**src/rtl/vga_pkg.sv**
```systemverilog
// Shared screen and projectile definitions for the archer projectile path.
package vga_pkg;

    localparam int         PROJECTILE_COUNT = 4;
    localparam logic [1:0] ARCHER_CLASS     = 2'd2;
    localparam int         X_MIN            = 0;
    localparam int         X_MAX            = 1023;

    typedef struct packed {
        logic [11:0] x;
        logic [11:0] y;
        logic        dir;
        logic [6:0]  life;
        logic        valid;
    } proj_t;

endpackage

```
**src/rtl/proj_slot_alloc.sv**
```systemverilog
// Lowest-index free projectile slot finder.
module proj_slot_alloc #(
    parameter int N     = 4,
    parameter int IDX_W = 2
) (
    input  logic [N-1:0]     valid,
    output logic [IDX_W-1:0] free_idx,
    output logic             any_free
);

    always_comb begin
        free_idx = '0;
        any_free = 1'b0;
        // Scan downward so the last hit, the lowest free index, wins.
        for (int i = N - 1; i >= 0; i--) begin
            if (!valid[i]) begin
                free_idx = IDX_W'(i);
                any_free = 1'b1;
            end
        end
    end

endmodule

```
**src/rtl/archer_projectile_ctrl.sv**
```systemverilog
// Archer projectile slot manager: spawns on fire, moves live slots once per frame,
// retires on hit, screen edge or expiry.
module archer_projectile_ctrl #(
    parameter int PROJECTILE_COUNT = vga_pkg::PROJECTILE_COUNT,
    parameter int PROJ_SPEED       = 4,
    parameter int COOLDOWN_FRAMES  = 15,
    parameter int LIFETIME_FRAMES  = 60,
    parameter int SPAWN_OFS_X      = 16,
    parameter int X_MIN            = vga_pkg::X_MIN,
    parameter int X_MAX            = vga_pkg::X_MAX
) (
    input  logic                           clk,
    input  logic                           rst,
    input  logic                           frame_tick,
    input  logic                           fire,
    input  logic [11:0]                    char_x,
    input  logic [11:0]                    char_y,
    input  logic                           flip_hor_archer,
    input  logic [1:0]                     game_active,
    input  logic [1:0]                     char_class,
    input  logic                           alive,
    input  logic [PROJECTILE_COUNT-1:0]    hit_mask,
    output logic [PROJECTILE_COUNT*12-1:0] pos_x_proj,
    output logic [PROJECTILE_COUNT*12-1:0] pos_y_proj,
    output logic [PROJECTILE_COUNT-1:0]    projectile_animated,
    output logic                           fire_ack,
    output logic                           fire_drop
);
    import vga_pkg::*;

    localparam int N     = PROJECTILE_COUNT;
    localparam int IDX_W = (N > 1) ? $clog2(N) : 1;

    localparam logic [0:0] S_IDLE   = 1'b0;
    localparam logic [0:0] S_UPDATE = 1'b1;

    localparam logic [12:0] XMIN13    = 13'(X_MIN);
    localparam logic [12:0] XMAX13    = 13'(X_MAX);
    localparam logic [12:0] SPEED13   = 13'(PROJ_SPEED);
    localparam logic [12:0] OFS13     = 13'(SPAWN_OFS_X);
    localparam logic [6:0]  LIFE_INIT = 7'(LIFETIME_FRAMES);
    localparam logic [7:0]  CD_INIT   = 8'(COOLDOWN_FRAMES);

    proj_t            slots   [N];
    proj_t            slots_n [N];
    logic [0:0]       state, state_n;
    logic [IDX_W-1:0] idx, idx_n;
    logic [7:0]       cooldown, cooldown_n;
    logic             fire_pend, fire_pend_n;
    logic             fire_ack_n, fire_drop_n;
    logic             enable;
    logic [N-1:0]     valid_vec;
    logic [IDX_W-1:0] free_idx;
    logic             any_free;
    logic [12:0]      cur_x;

    function automatic logic [11:0] spawn_pos(input logic [11:0] cx, input logic left);
        logic [12:0] c;
        c = {1'b0, cx};
        if (left)
            return (c < XMIN13 + OFS13) ? XMIN13[11:0] : 12'(c - OFS13);
        else
            return (c + OFS13 > XMAX13) ? XMAX13[11:0] : 12'(c + OFS13);
    endfunction

    assign enable = (game_active != 2'd0) && (char_class == ARCHER_CLASS) && alive;
    assign cur_x  = {1'b0, slots[idx].x};

    for (genvar g = 0; g < N; g++) begin : g_out
        assign pos_x_proj[g*12 +: 12] = slots[g].x;
        assign pos_y_proj[g*12 +: 12] = slots[g].y;
        assign projectile_animated[g] = slots[g].valid;
        assign valid_vec[g]           = slots[g].valid;
    end

    proj_slot_alloc #(
        .N     (N),
        .IDX_W (IDX_W)
    ) u_alloc (
        .valid    (valid_vec),
        .free_idx (free_idx),
        .any_free (any_free)
    );

    always_comb begin
        slots_n     = slots;
        state_n     = state;
        idx_n       = idx;
        cooldown_n  = cooldown;
        fire_pend_n = fire_pend | fire;
        fire_ack_n  = 1'b0;
        fire_drop_n = 1'b0;
        case (state)
            S_IDLE: begin
                // frame_tick beats a pending shot; the shot waits for the sweep to finish.
                if (frame_tick) begin
                    state_n = S_UPDATE;
                    idx_n   = '0;
                    if (cooldown != 8'd0) cooldown_n = cooldown - 8'd1;
                end else if (fire_pend_n) begin
                    fire_pend_n = 1'b0;
                    if (cooldown == 8'd0 && any_free) begin
                        slots_n[free_idx].x     = spawn_pos(char_x, flip_hor_archer);
                        slots_n[free_idx].y     = char_y;
                        slots_n[free_idx].dir   = flip_hor_archer;
                        slots_n[free_idx].life  = LIFE_INIT;
                        slots_n[free_idx].valid = 1'b1;
                        cooldown_n = CD_INIT;
                        fire_ack_n = 1'b1;
                    end else begin
                        fire_drop_n = 1'b1;
                    end
                end
            end
            default: begin
                if (slots[idx].valid) begin
                    if (slots[idx].life == 7'd1)
                        slots_n[idx].valid = 1'b0;
                    else if (slots[idx].dir && cur_x < XMIN13 + SPEED13)
                        slots_n[idx].valid = 1'b0;
                    else if (!slots[idx].dir && cur_x + SPEED13 > XMAX13)
                        slots_n[idx].valid = 1'b0;
                    else begin
                        slots_n[idx].x    = slots[idx].dir ? 12'(cur_x - SPEED13)
                                                           : 12'(cur_x + SPEED13);
                        slots_n[idx].life = slots[idx].life - 7'd1;
                    end
                end
                if (idx == IDX_W'(N - 1)) state_n = S_IDLE;
                else                      idx_n   = idx + IDX_W'(1);
            end
        endcase
        for (int i = 0; i < N; i++) begin
            if (hit_mask[i]) slots_n[i].valid = 1'b0;
        end
    end

    always_ff @(posedge clk) begin
        if (rst || !enable) begin
            for (int i = 0; i < N; i++) slots[i] <= '0;
            state     <= S_IDLE;
            idx       <= '0;
            cooldown  <= '0;
            fire_pend <= 1'b0;
            fire_ack  <= 1'b0;
            fire_drop <= 1'b0;
        end else begin
            for (int i = 0; i < N; i++) slots[i] <= slots_n[i];
            state     <= state_n;
            idx       <= idx_n;
            cooldown  <= cooldown_n;
            fire_pend <= fire_pend_n;
            fire_ack  <= fire_ack_n;
            fire_drop <= fire_drop_n;
        end
    end

endmodule

```
**config.mk**
```make
export PLATFORM = sky130hd
export DESIGN_NAME = archer_projectile_ctrl
export DESIGN_NICKNAME = d
export VERILOG_FILES = /design/src/rtl/vga_pkg.sv /design/src/rtl/proj_slot_alloc.sv /design/src/rtl/archer_projectile_ctrl.sv
export SDC_FILE = /design/constraint.sdc
export NUM_CORES = 1
export LEC_CHECK = 0
export ABC_AREA = 1
export BUFFER_PORTS_ARGS = -buffer_cell sky130_fd_sc_hd__buf_4
export CORE_MARGIN = 5
export CORE_UTILIZATION = 63
export DETAILED_ROUTE_END_ITERATION = 8
export MAX_ROUTING_LAYER = met4
export PLACE_DENSITY_LB_ADDON = 0.3
export SETUP_SLACK_MARGIN = 0.3
export SYNTH_ARGS = -nofsm -noshare
export SYNTH_HDL_FRONTEND = slang
export SYNTH_SLANG_ARGS = --single-unit
```
**constraint.sdc**
```tcl
create_clock -name clk -period 6.8 [get_ports clk]
set_input_delay 1.36 -clock clk [delete_from_list [all_inputs] [get_ports clk]]
set_output_delay 1.36 -clock clk [all_outputs]
set_load 0.005 [all_outputs]
```
---- Word-level counts from Yosys, hierarchy flattened ----
Index checks and enable logic that the tools add are counted.
storage, ports and cells
  word-level logic and storage cells ...... 144
  register bits after elaboration ......... 146
  bits of input ports ..................... 38
  output and inout bits ................... 102
operators by class
  add/sub/neg operators ................... 7
  eq/ne operators ......................... 7
  muxes and demuxes ....................... 65
  bitwise gates (word level) .............. 5
  $lt $le $gt $ge ......................... 8
  reductions and logical operators ........ 26
operator list
  kind                     count
  $bwmux W132              8
  $mux W132                8
  $demux W33 S2            8
  $mux W33                 4
  $mux W12                 8
  $bmux W33 S2             1
  $mux W8                  6
  $gt A13 B10 Y1 const B   2
  $mux W21                 1
  $mux W2                  7
  $add A12 B3 Y13 const B  1
  $add A12 B5 Y13 const B  1
  $mux W1                  13
  $lt A12 B3 Y1 const B    1
  $lt A12 B5 Y1 const B    1
  $reduce_bool A2 Y1       6
  $sub A12 B3 Y12 const B  1
  $sub A12 B5 Y12 const B  1
  $mux W9                  1
  $logic_not A8 Y1         1
  $reduce_and A4 Y1        2
  $reduce_bool A8 Y1       1
  $reduce_or A2 Y1         4
  $sub A8 B1 Y8 const B    1
  16 further kinds         30

---- Longest topological paths before layout ----
Gate-level depths: netlist of run 1.
  depth after elaboration ................. 18
  mapped depth ............................ 24
  gate-level depth less buffers ........... 22

---- By module ----
From an unflattened synthesis of run 1, not the netlist that was laid out.
second synthesis, totals
  cell total of the unflattened synthesis .. 1,618
  area total of the unflattened synthesis .. 9,838.2 µm²
by module, submodules not included
  module                  cells an instance  area an instance (µm²)  instances  seq. area each (µm²)
  archer_projectile_ctrl  1,609              9,801.9                 1          2,922.8
  proj_slot_alloc         9                  36.3                    1          0.0

---- Worst setup path after synthesis of run 1 ----
OpenSTA, ideal clock, no wires.
  path kind ............................... input to register
  start ................................... input char_x[4]
  end ..................................... register pos_x_proj[28] (netlist name)
  slack ................................... 3.803 ns
  library setup time ...................... 0.112 ns
  path buffers ............................ 0
  cell stages on the path ................. 13
  data arrival time ....................... 2.885 ns
  path through ............................ ha_1 > nand2_1 > nor2_1 > nand3_1 > nand2_1 > nor3b_1 > nand2_1 > nand3_1 > o21ai_0 > nand2_1 > nand4_1 > nor2_1 > nor2_1
between the ends
  word-level cells in the longest chain between the ends .. 17
RTL lines
  item             RTL line                       source
  from (decl)      archer_projectile_ctrl.sv:16   input logic [11:0] char_x,
  $add A12 B5 Y13  archer_projectile_ctrl.sv:63   return (c + OFS13 > XMAX13) ? XMAX13[11:0] : 12'(c + OFS13);
  $gt A13 B10 Y1   archer_projectile_ctrl.sv:63
  $mux W12         archer_projectile_ctrl.sv:63
  $mux W12 (*)     archer_projectile_ctrl.sv:60   if (left)
  $mux W12 (*)     archer_projectile_ctrl.sv:102  if (cooldown == 8'd0 && any_free) begin
  $mux W12 (*)     archer_projectile_ctrl.sv:100  end else if (fire_pend_n) begin
  $mux W12 (*)     archer_projectile_ctrl.sv:96   if (frame_tick) begin
  $mux W12 (*)     archer_projectile_ctrl.sv:93   case (state)
  $bwmux W132 (*)  archer_projectile_ctrl.sv:103  slots_n[free_idx].x = spawn_pos(char_x, flip_hor_archer);
  $bwmux W132 (*)  archer_projectile_ctrl.sv:104  slots_n[free_idx].y = char_y;
  $bwmux W132 (*)  archer_projectile_ctrl.sv:105  slots_n[free_idx].dir = flip_hor_archer;
  $bwmux W132 (*)  archer_projectile_ctrl.sv:106  slots_n[free_idx].life = LIFE_INIT;
  $bwmux W132 (*)  archer_projectile_ctrl.sv:107  slots_n[free_idx].valid = 1'b1;
  $mux W132 (*)    archer_projectile_ctrl.sv:102
  $mux W132 (*)    archer_projectile_ctrl.sv:100
  $mux W132 (*)    archer_projectile_ctrl.sv:96
  $mux W132 (*)    archer_projectile_ctrl.sv:93
Every way passes the cells marked *; elsewhere a longest branch is shown, timed or not. The select of a mux whose other input is x is not followed.
A chain may end at the register's enable or synchronous reset.

---- Final worst setup path of run 1 ----
  start ................................... register idx[0]
  end ..................................... register slots[67] (netlist name)
between the ends
  word-level cells in the longest chain between the ends .. 12
RTL lines
  item                                          RTL line                                                      source
  from (decl)                                   archer_projectile_ctrl.sv:47                                  logic [IDX_W-1:0] idx, idx_n;
  from (signal assigned)                        archer_projectile_ctrl.sv:150                                 idx <= idx_n;
  $not A2 Y3 (*)                                --
  $bmux W33 S2                                  --
  $mux W33 (not written as such) (2 in series)  archer_projectile_ctrl.sv:117, archer_projectile_ctrl.sv:126
  $add A12 B3 Y13                               --
  $gt A13 B10 Y1                                archer_projectile_ctrl.sv:121                                 else if (!slots[idx].dir && cur_x + SPEED13 > XMAX13)
  $logic_and A1 B1 Y1                           archer_projectile_ctrl.sv:121
  $mux W132                                     archer_projectile_ctrl.sv:121
  $mux W132                                     archer_projectile_ctrl.sv:119                                 else if (slots[idx].dir && cur_x < XMIN13 + SPEED13)
  $mux W132                                     archer_projectile_ctrl.sv:117                                 if (slots[idx].life == 7'd1)
  $mux W132                                     archer_projectile_ctrl.sv:116                                 if (slots[idx].valid) begin
  $mux W132                                     archer_projectile_ctrl.sv:93
Marked as above.

==> results of run 1 <==
==> cell usage in the layout (no fill, tap or decap), types with 2 or more instances in the layout <==
master        n
clkbuf_16    17
inv_6         4
o31ai_1       2
o211ai_1      4
or2_2         4
inv_8         4
dfxtp_1     145
clkinvlp_4    3
xnor2_1       3
o21ai_1       4
nor3b_1       2
nand3_1      83
nand2_1     439
clkinv_4      2
nand3_2       3
nor4_1        3
nand4_1      69
a21oi_1      72
buf_4       148
nand3b_1      3
a31oi_1       4
nand2_2       6
a211oi_1     13
xor2_1       10
ha_1         13
inv_2         9
nor2_2        2
o21ai_0      69
nor3_1        8
inv_1       180
nor2_1      290
==> power breakdown <==
| group | total [W] | internal, W | switching [W] | leakage [nW] |
|---|---|---|---|---|
| Clock | 0.000953 | 0.000522 | 0.000431 | 0.282 |
| Sequential | 0.000859 | 0.000857 | 0.00000197 | 1.18 |
| Combinational | 0.000126 | 0.0000429 | 0.0000833 | 3.75 |
==> how the worst max path moves through the flow <==
stage,slack [ns],to,startpoint
after floorplan,3.80,pos_x_proj[28],char_x[4]
after global placement,2.15,slots[68],idx[0]
after detailed placement,2.02,slots[101],idx[0]
after CTS,1.94,slots[67],idx[0]
after global routing,1.27,slots[67],idx[0]
final,1.81,slots[67],idx[0]
==> final cells by class <==
cell class | count | share of cell area
Tap cell | 211 | 0.02477
Sequential cell | 146 | 0.2744
Timing Repair Buffer | 148 | 0.1043
Clock inverter | 15 | 0.01561
Inverter | 189 | 0.06657
Clock buffer | 17 | 0.03992
Multi-Input combinational cell | 1116 | 0.4745
==> metal layers <==
layer | GRT usage | share of wire | vias to the layer above
li1 | - | - | 4997
met1 | 0.4034 | 0.42 | 4478
met2 | 0.4801 | 0.45 | 488
met3 | 0.06595 | 0.11 | 65
met4 | 0.09686 | 0.025 | 0
met5 | - | 0 | -
==> critical path: stages, from the launching register on <==
cell and delay, ns:
dfxtp_2 0.33, buf_4 0.53, nand2_1 0.11, nand2_1 0.10, nand2_1 0.05, nand2_1 0.18
inv_1 0.09, ha_1 0.28, inv_1 0.05, or2_2 0.26, nor2_1 0.10, nand2_1 0.05
nor2_1 0.09, nand2_1 0.06, nor2_1 0.09, nand3_1 0.10, nand2_1 0.10, nand3_2 0.76
nand3_1 1.14, inv_1 0.17, nand2_1 0.13, inv_1 0.04, nor2_1 0.07
==> state kept, by name, summed over array words and instances (netlist names) <==
signal and cells:
fire_ack 1, fire_pend 1, pos_y_proj 48, projectile_animated 4, fire_drop 1, idx 2
pos_x_proj 48, slots 32, state 1, cooldown 8
==> cells by family after synthesis <==
kind of cell	share of synthesized area
simple gates	0.3896
xor+xnor	0.01154
compound gates	0.09451
fa+ha+maj	0.01649
buf+inv	0.1916
flops	0.2963
==> stage by stage <==
step	cell area [um^2]	setup slack, ns	hold WS [ns]	utilization
after global placement	10070	2.153	0.4439	0.6597
after CTS	10660	1.938	0.4619	0.6985
final	10660	1.815	0.4620	0.6985
after floorplan	9863	3.803	0.4341	-
after detailed placement	10070	2.017	0.4477	0.6597
after global routing	10660	1.273	0.4857	0.6985
==> impl_metrics.json, run 1 <==
{
  "drc": 0,
  "initial_core_util": 0.6464,
  "power.leakage_nw": 5.206,
  "crit_type": "reg2reg",
  "root_buffer": "clkbuf_16",
  "cts_setup_buffers": 0,
  "max_slew_margin": 0.2629,
  "synth_top_area_share": 0.2963,
  "synthFlopType": "dfxtp_1",
  "die_h_um": 135.1,
  "grt_setup_unrepaired": "false",
  "syn_to_final_growth_pct": 8.055,
  "yosys_warnings": 0,
  "start_kind": "register",
  "finalCritPeriodShare": 0.7331,
  "fin_crit_ns": 4.985,
  "grt_usage": 0.3087,
  "maxSlewViolCount": 0,
  "netlist_area_um2": 9863,
  "peakVddDrop_uv": 168.8,
  "clk_pin_slew_ns": 0.07,
  "arrival_ns": 5.35,
  "synth-seq-area-share": 0.2963,
  "fin_nets": 1669,
  "r2r-start": "idx[0]",
  "worst_r2r_path_depth": 22,
  "cts.sinks": 146,
  "synth_area_leaders": "dfxtp_1 30%, nand2_1 17%, nor2_1 11%, buf_4 8.4%, inv_1 6.9%",
  "cts_resized": 0,
  "ant_nets": 0,
  "clock_latency_ns": 0.43,
  "cts-hold-fix-buffers": 0,
  "cts_buffers": 17,
  "via_count": 10030,
  "yosys.area.top_type": "dfxtp_1",
  "grt_pass1_vias": 8999,
  "grt_antenna_before_repair": 0,
  "io_pins": 140,
  "rr_endpoint": "slots[67]",
  "tightest_slew_ns": 1.102,
  "holdPathStages": 2,
  "dieArea_um2": 18260,
  "cp_max_fo": 61,
  "syn_avg_cell_area_um2": 6.021,
  "grt_max_degree": 64,
  "hp-class": "reg2reg",
  "fillCellCount": 1374,
  "final.setup.tns_ns": 0,
  "synth_seq_cells": 146,
  "synthCells": 1638,
  "fin_skew_ns": 0.008702,
  "grt_pass1_wl_mm": 44.47,
  "dr.pass1.iters": 6,
  "fmax_mhz": 200.6,
  "p_per_area_nw_per_um2": 181.8,
  "status": "complete, no violations",
  "synth_edf_count": 0,
  "dpl.hpwl_mm": 19.10,
  "multi_input_area_um2": 5057,
  "maxCapViolCount": 0,
  "required_ns": 7.17,
  "drive_gt1_frac": 0.1294,
  "synth_async_sr_flop_share": 0,
  "reg2reg_slack_ns": 1.81,
  "crit_path_end_kind": "register",
  "core-area_um2": 15260,
  "die_x_um": 135.1,
  "syn_nets": 1689,
  "overflow": 0,
  "hp-start": "pos_y_proj[41]",
  "clock_path_buffers": 2,
  "synth.most_common_cell": "nand2_1",
  "h-tree-depth": 4,
  "rows": 45,
  "placed_cells": 1810,
  "wl_mm": 27.68,
  "n_antenna_cell": 0,
  "hold_viol_final": 0,
  "port_buffers": 139,
  "drt-wirelength-per-cell_um": 15.03,
  "setup_viol": 0,
  "min_to": "pos_y_proj[41]",
  "drtIter0Drc": 1144,
  "power_w": 0.001938,
  "stdcell_count": 1842,
  "synth.distinct_cells": 39,
  "cts_tree": "yes",
  "via_per_inst": 5.444,
  "gp_congestion": 0.9485,
  "synthTopCellsByCount": "439 x nand2_1, 290 x nor2_1, 180 x inv_1, 146 x dfxtp_1, 110 x buf_4",
  "seq_area_um2": 2924
}
(Power assumes the default switching activity.)
==> run 2: changes to the inputs <==
--- a/config.mk
+++ b/config.mk
@@ -8,7 +8,7 @@
 export ABC_AREA = 1
 export BUFFER_PORTS_ARGS = -buffer_cell sky130_fd_sc_hd__buf_4
 export CORE_MARGIN = 5
-export CORE_UTILIZATION = 63
+export CORE_UTILIZATION = 59
 export DETAILED_ROUTE_END_ITERATION = 8
 export MAX_ROUTING_LAYER = met4
 export PLACE_DENSITY_LB_ADDON = 0.3
==> constraint.sdc (replaced) <==
create_clock -name clk -period 5.2 [get_ports clk]
set_input_delay 1.04 -clock clk [delete_from_list [all_inputs] [get_ports clk]]
set_output_delay 1.04 -clock clk [all_outputs]
set_load 0.005 [all_outputs]
==> impl_metrics.json, run 2 (synthesis results as in run 1) <==
{
  "status": "complete, no violations",
  "hp-start": "pos_y_proj[47]",
  "finalCritPeriodShare": 0.8023,
  "via_per_inst": 5.421,
  "rr_endpoint": "slots[100]",
  "syn_to_final_growth_pct": 9.197,
  "grt_antenna_before_repair": 1,
  "cts_buffers": 17,
  "worst_r2r_path_depth": 21,
  "ant_nets": 0,
  "reg2reg_slack_ns": 1.03,
  "cts.sinks": 146,
  "initial_core_util": 0.5990,
  "cts_tree": "yes",
  "drt-wirelength-per-cell_um": 15.40,
  "cts-hold-fix-buffers": 0,
  "clock_path_buffers": 2,
  "fillCellCount": 1590,
  "die_x_um": 139.3,
  "grt_pass1_vias": 9363,
  "rows": 47,
  "tightest_slew_ns": 1.097,
  "final_common_cell": "nand2_1",
  "wl_mm": 28.72,
  "root_buffer": "clkbuf_16",
  "fin_skew_ns": 0.008977,
  "holdPathStages": 2,
  "cp_max_fo": 35,
  "start_kind": "register",
  "r2r-start": "idx[0]",
  "peakVddDrop_uv": 232.8,
  "drtIter0Drc": 958,
  "die_h_um": 139.3,
  "core-area_um2": 16470,
  "hp-class": "reg2reg",
  "io_pins": 140,
  "fin_nets": 1682,
  "drive_gt1_frac": 0.1363,
  "final_cell_mix": "439 x nand2_1, 290 x nor2_1, 180 x inv_1",
  "min_to": "pos_y_proj[47]",
  "clk_pin_slew_ns": 0.07,
  "max_slew_margin": 0.2656,
  "drc": 0,
  "cts_resized": 0,
  "clock_latency_ns": 0.43,
  "hold_viol_final": 0,
  "final.setup.tns_ns": 0,
  "h-tree-depth": 4,
  "dpl.hpwl_mm": 20.36,
  "fin_crit_ns": 4.172,
  "power.leakage_nw": 5.278,
  "placed_cells": 1832,
  "fin_util": 0.6541,
  "seq_area_um2": 2924,
  "via_count": 10110,
  "dieArea_um2": 19400,
  "grt_usage": 0.2995,
  "grt_max_degree": 63,
  "overflow": 0,
  "design_area_um2": 10770,
  "grt_pass1_wl_mm": 46.66,
  "fmax_mhz": 239.7,
  "maxSlewViolCount": 0,
  "maxCapViolCount": 0,
  "stdcell_count": 1865,
  "port_buffers": 139,
  "setup_viol": 0,
  "cts_setup_buffers": 0,
  "place_area_um2": 10170,
  "gp_congestion": 1.020,
  "p_per_area_nw_per_um2": 235.8,
  "dr.pass1.iters": 8,
  "required_ns": 5.53,
  "multi_input_area_um2": 5057,
  "crit_type": "reg2reg",
  "crit_path_end_kind": "register",
  "grt_setup_unrepaired": "false",
  "arrival_ns": 4.50
}
-- run 2: changes by cell type in the layout (fill, tap and decap cells not counted) --
cell | before | now
clkinvlp_4 | 3 | 0
inv_6 | 4 | 5
inv_8 | 4 | 3
clkinv_4 | 2 | 5
diode_2 | 0 | 1
buf_4 | 148 | 161
-- run 2: where the power goes --
part	leakage, nW	switching [W]	total (W)	internal, W
clock network	0.292	0.000566	0.00125	0.000684
registers	1.18	0.00000273	0.00112	0.00112
logic	3.81	0.000109	0.000166	0.0000570
total	5.28	0.000677	0.00254	0.00186
-- run 2: critical path, stage by stage (launching register included) --
cell and delay [ns]:
dfxtp_2 0.35, buf_4 0.36, nand2_1 0.12, nand2_1 0.08, nand2_1 0.04, nand2_1 0.18
inv_1 0.09, ha_1 0.28, inv_1 0.05, or2_2 0.27, nor2_1 0.10, nand2_1 0.06
nor2_1 0.09, nand2_1 0.06, nor2_1 0.10, nand3_1 0.10, nand2_1 0.10, nand3_2 0.42
nand3_1 0.90, nand2_1 0.14, nand2_1 0.10, nor2_1 0.05
-- run 2: how the worst max path moves through the flow --
stage                      start          to  depth (start not counted)
after global placement    idx[0]  slots[100]                         22
after detailed placement  idx[0]  slots[102]                         21
after floorplan           idx[0]   slots[69]                         22
final                     idx[0]  slots[100]                         21
after CTS                 idx[0]  slots[101]                         21
after global routing      idx[0]  slots[100]                         21
-- run 2: layout make-up --
class | instances | area share
antenna | 1 | 0.0002323
clock buffer | 17 | 0.03950
clock inverter | 15 | 0.01557
inverter | 189 | 0.06587
multi-input combinational | 1116 | 0.4696
sequential | 146 | 0.2715
tap | 220 | 0.02556
timing repair buffer | 161 | 0.1122
-- run 2: per-stage QoR --
stage | hold WS [ns] | total power (W) | setup slack [ns]
final | 0.4608 | 0.002539 | 1.028
after detailed placement | 0.4470 | 0.001312 | 1.184
after CTS | 0.4618 | 0.002543 | 1.100
after global placement | 0.4463 | 0.001309 | 1.352
after floorplan | 0.4341 | 0.001253 | 2.413
after global routing | 0.4807 | 0.002621 | 0.6333
-- run 2: layer usage --
layer  part of all wire  vias to the layer above  track usage
met5                  0                        -            -
met3               0.10                       61      0.07444
met1               0.43                     4567       0.3875
li1                   -                     5016            -
met2               0.45                      467       0.4631
met4              0.020                        0      0.09372
==> run 3: changes to the inputs <==
--- a/config.mk
+++ b/config.mk
@@ -5,10 +5,10 @@
 export SDC_FILE = /design/constraint.sdc
 export NUM_CORES = 1
 export LEC_CHECK = 0
-export ABC_AREA = 1
+export ABC_AREA = 0
 export BUFFER_PORTS_ARGS = -buffer_cell sky130_fd_sc_hd__buf_4
 export CORE_MARGIN = 5
-export CORE_UTILIZATION = 59
+export CORE_UTILIZATION = 52
 export DETAILED_ROUTE_END_ITERATION = 8
 export MAX_ROUTING_LAYER = met4
 export PLACE_DENSITY_LB_ADDON = 0.3
==> constraint.sdc (replaced) <==
create_clock -name clk -period 3.5 [get_ports clk]
set_input_delay 0.7 -clock clk [delete_from_list [all_inputs] [get_ports clk]]
set_output_delay 0.7 -clock clk [all_outputs]
set_load 0.005 [all_outputs]
==> impl_metrics.json, run 3 <==
{
  "status": "complete, no violations",
  "h-tree-depth": 4,
  "synth_edf_count": 0,
  "cts_buffers": 17,
  "netlist_area_um2": 8498,
  "setup_viol": 0,
  "via_per_inst": 6.174,
  "power.leakage_nw": 3.723,
  "syn_avg_cell_area_um2": 8.243,
  "synth.most_common_cell": "nand2_1",
  "synth-simple-area-share": 0.1846,
  "port_buffers": 139,
  "fin_crit_ns": 3.099,
  "synth_xor_xnor_area_share": 0.02370,
  "crit_type": "reg2reg",
  "yosys_warnings": 0,
  "via_count": 8162,
  "yosys.area.top_type": "dfxtp_1",
  "ant_nets": 0,
  "fin_util": 0.6310,
  "drtIter0Drc": 769,
  "finalCritPeriodShare": 0.8856,
  "drt-wirelength-per-cell_um": 20.59,
  "seq_area_um2": 2928,
  "n_antenna_cell": 0,
  "synth_top_family_by_area": "compound AO/OA/AOI/OAI gates",
  "synthTopCellsByCount": "156 x nand2_1, 146 x dfxtp_1, 143 x a21oi_1, 103 x buf_4, 74 x nor2_1",
  "dr.pass1.iters": 6,
  "grt_antenna_before_repair": 0,
  "grt_setup_unrepaired": "true",
  "io_pins": 140,
  "peakVddDrop_uv": 331.2,
  "dpl.hpwl_mm": 19.47,
  "place_area_um2": 9281,
  "stdcell_count": 1322,
  "grt_pass1_vias": 7503,
  "synth-compound-area-share": 0.2332,
  "maxSlewViolCount": 0,
  "synthMuxAreaShare": 0.05919,
  "fin_skew_ns": 0.008955,
  "crit_start": "idx[1]",
  "tightest_slew_ns": 0.7831,
  "clock_latency_ns": 0.43,
  "initial_core_util": 0.5330,
  "fmax_mhz": 322.6,
  "p_per_area_nw_per_um2": 383.8,
  "fillCellCount": 1378,
  "hold_viol_final": 0,
  "multi_input_area_um2": 4542,
  "core-area_um2": 15940,
  "gp_congestion": 0.9599,
  "wl_mm": 27.22,
  "drc": 0,
  "final_cell_mix": "203 x buf_4, 155 x nand2_1, 144 x dfxtp_1",
  "clock_path_buffers": 2,
  "synthCells": 1031,
  "die_h_um": 137.8,
  "hp-class": "in2reg",
  "die_x_um": 137.8,
  "rows": 46,
  "crit_path_end_kind": "register",
  "syn_nets": 1082,
  "final_common_cell": "buf_4",
  "cts_tree": "yes",
  "cts-hold-fix-buffers": 0,
  "arrival_ns": 3.41,
  "synth_top_area_share": 0.3439,
  "cts.sinks": 146,
  "placed_cells": 1285,
  "drive_gt1_frac": 0.2893,
  "design_area_um2": 10060,
  "synth.distinct_cells": 70,
  "synthFlopType": "dfxtp_1",
  "grt_pass1_wl_mm": 41.84,
  "fin_nets": 1144,
  "holdWs_ns": 0.4309,
  "synth_seq_cells": 146,
  "root_buffer": "clkbuf_16",
  "cp_max_fo": 14,
  "overflow": 0,
  "maxCapViolCount": 0,
  "required_ns": 3.82,
  "dieArea_um2": 19000,
  "hp-start": "hit_mask[0]",
  "synth-seq-area-share": 0.3439,
  "max_slew_margin": 0.4724,
  "synth_async_sr_flop_share": 0,
  "grt_max_degree": 30,
  "synthAdderAreaFrac": 0.01914,
  "synth_area_leaders": "dfxtp_1 34%, buf_4 9.1%, a21oi_1 8.4%, nand2_1 6.9%, mux4_2 5.6%",
  "syn_to_final_growth_pct": 18.37,
  "r2r-start": "idx[1]",
  "grt_usage": 0.2916,
  "start_kind": "register",
  "clk_pin_slew_ns": 0.06,
  "final.setup.tns_ns": 0
}
==> run 3: critical path, stage by stage (launching register included) <==
cell	delay (ns)
dfxtp_4	0.40
buf_6	0.21
mux4_2	0.60
buf_4	0.19
nand2_1	0.12
nor3_4	0.06
buf_4	0.14
a2111oi_4	0.32
buf_4	0.20
o21ai_2	0.06
and2_1	0.19
buf_4	0.21
o221a_2	0.28
==> run 3: area by class of cell <==
class,count,area share
well taps,216,0.02687
flip-flops and latches,146,0.2910
repair buffers,209,0.1621
multi-input cells,698,0.4515
clock buffers,17,0.04229
inverters,21,0.007836
clock inverters,15,0.01841
==> run 3: repair_timing <==
action / CTS / global route
resized for setup: 10 / 20
gates cloned: 0 / 0
pin swaps: 1 / 3
endpoints found under the setup margin: 55 / 83
buffers inserted: 0 / 5
==> run 3: layer usage <==
metal | GRT usage | vias up | share of wire
li1 | - | 3734 | -
met1 | 0.3915 | 3915 | 0.42
met2 | 0.4374 | 443 | 0.46
met3 | 0.06392 | 70 | 0.095
met4 | 0.09824 | 0 | 0.029
met5 | - | - | 0
==> run 3: cell families (layout without fill, tap and decap cells) <==
family          count (synthesis)  in the layout
xor+xnor                       23             23
buf+inv                       187            262
simple gates                  342            342
flops                         146            146
compound gates                296            296
fa+ha+maj                      13             13
mux                            24             24
==> run 3: path summary, 6_finish.rpt <==
| path | slack (ns) | cells after the start | endpoint |
|---|---|---|---|
| worst max-delay path | 0.40 | 12 | slots[71] |
| worst min-delay path | 0.43 | 2 | projectile_animated[0] |
| worst max register to register | 0.40 | 12 | slots[71] |
| worst min register to register | 0.45 | 2 | pos_y_proj[5] |
==> run 3: report_power, final <==
part	internal [W]	switching [W]
clock	0.00108	0.000821
combinational	0.000104	0.000184
sequential	0.00166	0.00000439
total	0.00285	0.00101
==> run 3: metrics by stage <==
stage | worst slack [ns] | power [W]
after global placement | -0.06029 | 0.001979
after CTS | 0.2959 | 0.003861
after global routing | 0.2757 | 0.003978
after floorplan | 0.4607 | 0.001855
after detailed placement | -0.07593 | 0.001979
final | 0.4005 | 0.003861
